### config.mk
export PLATFORM = sky130hd
export DESIGN_NAME = hdmi_packet_scheduler
export DESIGN_NICKNAME = d
export VERILOG_FILES = /design/src/rtl/hdmi_packet_scheduler.sv
export SDC_FILE = /design/constraint.sdc
export NUM_CORES = 1
export LEC_CHECK = 0
export CAP_MARGIN = 5
export CORE_MARGIN = 2
export CORE_UTILIZATION = 33
export CTS_CLUSTER_DIAMETER = 30
export DETAILED_ROUTE_END_ITERATION = 8
export PLACE_DENSITY = 0.46
export SKIP_LAST_GASP = 1
export SYNTH_ARGS = -nofsm -noshare
export SYNTH_HDL_FRONTEND = slang
export SYNTH_SLANG_ARGS = --single-unit
### constraint.sdc
create_clock -name clk_pixel -period 2.4 [get_ports clk_pixel]
set_clock_uncertainty 0.1 [all_clocks]
set_input_delay 0.48 -clock clk_pixel [delete_from_list [all_inputs] [get_ports clk_pixel]]
set_output_delay 0.48 -clock clk_pixel [all_outputs]
set_load 0.01 [all_outputs]
### src/rtl/hdmi_packet_scheduler.sv
// Data-island slot scheduler: picks GCP/ACR/audio/InfoFrame/null per packet slot, 1-cycle registered result.
// SPD InfoFrame support is compiled in only when HDMI_SCHED_SPD_EN is defined.
module hdmi_packet_scheduler #(
    parameter int ACR_INTERVAL     = 74250,
    parameter int SPD_FRAME_PERIOD = 8,
    parameter int AUDIO_BURST_MAX  = 4
) (
    input  logic       clk_pixel,
    input  logic       reset,
    input  logic       video_field_end,
    input  logic       packet_enable,
    input  logic       audio_req,
    output logic       audio_grant,
    output logic [2:0] pkt_type,
    output logic       pkt_strobe,
    output logic       acr_missed,
    output logic       gcp_missed
);

    localparam logic [2:0]  T_NULL = 3'd0;
    localparam logic [2:0]  T_ACR  = 3'd1;
    localparam logic [2:0]  T_AUD  = 3'd2;
    localparam logic [2:0]  T_GCP  = 3'd3;
    localparam logic [2:0]  T_AVI  = 3'd4;
    localparam logic [2:0]  T_AIF  = 3'd5;
    localparam logic [2:0]  T_SPD  = 3'd6;
    localparam logic [19:0] ACR_LAST  = 20'(ACR_INTERVAL - 1);
    localparam logic [3:0]  BURST_MAX = 4'(AUDIO_BURST_MAX);

    logic [19:0] r_acr_cnt;
    logic [3:0]  r_burst;
    logic        r_gcp_p, r_acr_p, r_avi_p, r_aif_p;
    logic [2:0]  r_pkt_type;
    logic        r_pkt_strobe, r_audio_grant, r_acr_missed, r_gcp_missed;

    logic        w_spd_pend;
    logic        w_acr_wrap;
    logic        w_if_pend;
    logic        w_aud_ok;
    logic [2:0]  w_sel;
    logic        w_grant_gcp, w_grant_acr, w_grant_avi, w_grant_aif;

    assign w_acr_wrap = (r_acr_cnt == ACR_LAST);
    assign w_if_pend  = r_avi_p | r_aif_p | w_spd_pend;
    // Audio yields one slot once a full burst has gone out while an InfoFrame waits.
    assign w_aud_ok   = audio_req & ~((r_burst >= BURST_MAX) & w_if_pend);

    always_comb begin
        w_sel = T_NULL;
        if (r_gcp_p)         w_sel = T_GCP;
        else if (r_acr_p)    w_sel = T_ACR;
        else if (w_aud_ok)   w_sel = T_AUD;
        else if (r_avi_p)    w_sel = T_AVI;
        else if (r_aif_p)    w_sel = T_AIF;
        else if (w_spd_pend) w_sel = T_SPD;
    end

    assign w_grant_gcp = packet_enable & (w_sel == T_GCP);
    assign w_grant_acr = packet_enable & (w_sel == T_ACR);
    assign w_grant_avi = packet_enable & (w_sel == T_AVI);
    assign w_grant_aif = packet_enable & (w_sel == T_AIF);

    // Set terms are OR-ed after the clear so a same-cycle set always wins.
    always_ff @(posedge clk_pixel) begin
        if (reset) begin
            r_acr_cnt     <= '0;
            r_burst       <= '0;
            r_gcp_p       <= 1'b0;
            r_acr_p       <= 1'b0;
            r_avi_p       <= 1'b0;
            r_aif_p       <= 1'b0;
            r_pkt_type    <= T_NULL;
            r_pkt_strobe  <= 1'b0;
            r_audio_grant <= 1'b0;
            r_acr_missed  <= 1'b0;
            r_gcp_missed  <= 1'b0;
        end else begin
            r_acr_cnt     <= w_acr_wrap ? 20'd0 : r_acr_cnt + 20'd1;
            r_pkt_strobe  <= packet_enable;
            r_audio_grant <= packet_enable & (w_sel == T_AUD);
            if (packet_enable) begin
                r_pkt_type <= w_sel;
                if (w_sel != T_AUD)
                    r_burst <= 4'd0;
                else if (r_burst < BURST_MAX)
                    r_burst <= r_burst + 4'd1;
            end
            r_gcp_p <= video_field_end | (r_gcp_p & ~w_grant_gcp);
            r_avi_p <= video_field_end | (r_avi_p & ~w_grant_avi);
            r_aif_p <= video_field_end | (r_aif_p & ~w_grant_aif);
            r_acr_p <= w_acr_wrap      | (r_acr_p & ~w_grant_acr);
            if (video_field_end & r_gcp_p & ~w_grant_gcp)
                r_gcp_missed <= 1'b1;
            if (w_acr_wrap & r_acr_p & ~w_grant_acr)
                r_acr_missed <= 1'b1;
        end
    end

`ifdef HDMI_SCHED_SPD_EN
    localparam logic [7:0] SPD_LAST = 8'(SPD_FRAME_PERIOD - 1);

    logic [7:0] r_frame_cnt;
    logic       r_spd_p;
    logic       w_frame_wrap;
    logic       w_grant_spd;

    assign w_frame_wrap = video_field_end & (r_frame_cnt == SPD_LAST);
    assign w_grant_spd  = packet_enable & (w_sel == T_SPD);
    assign w_spd_pend   = r_spd_p;

    always_ff @(posedge clk_pixel) begin
        if (reset) begin
            r_frame_cnt <= '0;
            r_spd_p     <= 1'b0;
        end else begin
            if (video_field_end)
                r_frame_cnt <= w_frame_wrap ? 8'd0 : r_frame_cnt + 8'd1;
            r_spd_p <= w_frame_wrap | (r_spd_p & ~w_grant_spd);
        end
    end
`else
    assign w_spd_pend = 1'b0;
`endif

    assign pkt_type    = r_pkt_type;
    assign pkt_strobe  = r_pkt_strobe;
    assign audio_grant = r_audio_grant;
    assign acr_missed  = r_acr_missed;
    assign gcp_missed  = r_gcp_missed;

endmodule

==> flow_summary.yaml <==
status:
  run_status: "finished, final reports clean"
yosys:
  synth_top_area_share: 0.466
  ys_warn_count: 0
  synth_ff_type: "sky130_fd_sc_hd__dfxtp_1"
  synth_seq_area_share: 0.466
  yosysTopAreaCell: "sky130_fd_sc_hd__dfxtp_1"
  synth_area_mm2: 0.00150
  synthArstFlopShare: 0
  syn_avg_cell_area_um2: 8.74
  number_of_enable_flip_flop_cells_after_synthesis: 0
  synth_cell_type_count: 35
  netlist_top_cells_count: "sky130_fd_sc_hd__dfxtp_1 (35), sky130_fd_sc_hd__nor2_1 (35), sky130_fd_sc_hd__xnor2_1 (13)"
  yosys_register_bits: 35
  synthesis.nets: 180
  ys_top_cells_by_area: "sky130_fd_sc_hd__dfxtp_1 (47%), sky130_fd_sc_hd__nor2_1 (8.7%), sky130_fd_sc_hd__xnor2_1 (7.6%)"
  synth_cells: 172
setup_path:
  criticalPathCategory: "reg -> reg"
  crit_slowest_cell: "sky130_fd_sc_hd__or4_1"
  critical_path_peak_fanout: 4
  arrival_ns: 2.05
  cell_chain_of_the_critical_path: "ha_1 -> nand4_1 -> or3_1 -> or4_1 -> a21oi_1"
  timing.critical_path.slowest_cell_delay_ns: 0.51
  worstSetupStartpointType: "flip-flop"
  crit_family: "simple AND/OR/NAND/NOR gates"
  worstPathBufferInverterCount: 0
  critical_path_required_ns: 2.52
  cp-end-kind: "flip-flop"
sta:
  worst_slew_margin_rel: 0.658
  setup_tns_ns: 0
  finalHoldViolations: 0
  timing.final.crit_share: 0.805
  rsz0062_at_grt: "no"
  maxClockFrequency_mhz: 517
  worst_slew_pin_slew_ns: 0.508
  report.final.slew_viol_count: 0
  fin_hold_ws_ns: 0.351
  finalSetupViolations: 0
  period_needed_ns: 1.93
clock_tree:
  cts_inserted_buffers: 5
  clock-root-buffer: "sky130_fd_sc_hd__clkbuf_8"
  htree_num_levels: 2
  tritoncts: "done"
  clock_tree.buffer_depth: 2
  post_cts.repair.setup_buffers: 0
  clock_sink_count: 35
  clk_pin_slew_ns: 0.08
  hold_buffer_count_at_cts: 0
  clk_latency_ns: 0.29
  cts_resized: 0
drt:
  first_pass_iters: 4
  vias_per_cell: 5.05
  drt-wirelength-per-cell_um: 12.8
  postRouteAntennaNets: 0
  drt_iter0_markers: 71
  totalWireLength_um: 3120
  drc: 0
  vias: 1227
floorplanning:
  floorplan.core_area_mm2: 0.00438
  die-area_mm2: 0.00511
  dieWidth_um: 71.5
  die_y_um: 71.5
  num_rows: 24
  start_util: 0.343
  top_level_ports: 12
finish:
  num_antenna_cells: 0
  final_cell_area_mm2: 0.00183
  final_util: 0.417
  area_delta_synth_final_pct: 21.5
  post_layout_net_count: 198
  post_route_cells_drive_above_1_share: 0.0995
  layout.cells.non_filler: 243
min_path:
  worstHoldPathType: "reg -> reg"
flow_run:
  max_cap_viol_count: 0
grt:
  grt.overflow.total: 0
  global_route.usage.total: 0.134
  first_global_vias: 1205
  grt_pass1_wl_um: 5360
  grt_start_max_net_pins: 21
  grt_antenna_before_repair: 0
power:
  p_leak_nw: 0.636
  max-vdd-ir-drop_mv: 0.295
  power_per_cell_area_mw_per_mm2: 720
placement:
  placedInstanceArea_mm2: 0.00169
  buffer_ports.inserted: 11
  detailedPlacementHpwl_um: 2270
  place_inst: 235
  gp_congestion: 0.836
worst paths after layout:
check,cells past startpoint,slack (ns),end,startpoint
worst max-delay path,5,0.47,r_acr_cnt[18],r_acr_cnt[0]
worst min-delay path,2,0.35,r_burst[3],r_burst[3]
worst max register to register,5,0.47,r_acr_cnt[18],r_acr_cnt[0]
worst min register to register,2,0.35,r_burst[3],r_burst[3]
per-layer routing:
metal | vias up | wire length [um] | GRT usage | share of wire
li1 | 631 | - | - | -
met1 | 561 | 1370 | 0.154 | 0.44
met2 | 29 | 1580 | 0.235 | 0.51
met3 | 6 | 109 | 0.0380 | 0.035
met4 | 0 | 55 | 0.0503 | 0.018
met5 | - | 0 | 0 | 0
stage by stage:
stage	power (mW)	worst slack [ns]
3_5_place_dp	0.698	0.247
3_3_place_gp	0.696	0.283
5_1_grt	1.38	0.361
4_1_cts	1.34	0.447
6_report	1.32	0.467
2_1_floorplan	0.663	0.527
worst register-to-register path, stage by stage (launching register included):
cell,delay (ns)
sky130_fd_sc_hd__dfxtp_1,0.39
sky130_fd_sc_hd__ha_1,0.23
sky130_fd_sc_hd__nand4_1,0.15
sky130_fd_sc_hd__or3_1,0.35
sky130_fd_sc_hd__or4_1,0.51
sky130_fd_sc_hd__a21oi_1,0.15
layout make-up:
class | count | area (um2)
timing repair buffer | 14 | 133
clock inverter | 3 | 67.6
clock buffer | 5 | 68.8
fill | 465 | 2560
multi-input combinational | 124 | 754
inverter | 10 | 37.5
sequential | 35 | 701
tap | 52 | 65.1
cell families after synthesis:
family	after synthesis	share of synthesized area
flip-flops	35	0.466
buffers and inverters	13	0.0324
adder cells (fa/ha/maj)	3	0.0250
AND/OR/NAND/NOR	82	0.285
XOR/XNOR	16	0.0932
AO/OA/AOI/OAI	23	0.0982
placed cells by master (no fill, tap or decap), drive strengths merged, types with 2 or more instances in the layout:
master and instances:
nor2 35, dfxtp 35, xnor2 13, clkdlybuf4s50 11, inv 10, a21oi 8
nand2 7, nor3 7, nand3 7, nand4 7, clkbuf 5, nor4 5
nor4b 3, o21ai 3, xor2 3, ha 3, buf 3, o22ai 2
or3 2, a31o 2, and3 2, nor2b 2, or2 2, bufinv 2
registers in the layout, summed over array words and instances, names as in the netlist:
name,cells
r_gcp_p,1
r_acr_cnt,20
pkt_type,3
r_acr_p,1
audio_grant,1
gcp_missed,1
r_aif_p,1
r_avi_p,1
acr_missed,1
r_burst,4
pkt_strobe,1
where the power goes:
part	internal (mW)	leakage [nW]	total, mW	switching (mW)
clock	0.414	0.0644	0.632	0.217
sequential	0.597	0.285	0.609	0.0123
combinational	0.0365	0.287	0.0746	0.0382
total	1.05	0.636	1.32	0.268
No activity file was read; power rests on OpenSTA's default activity.
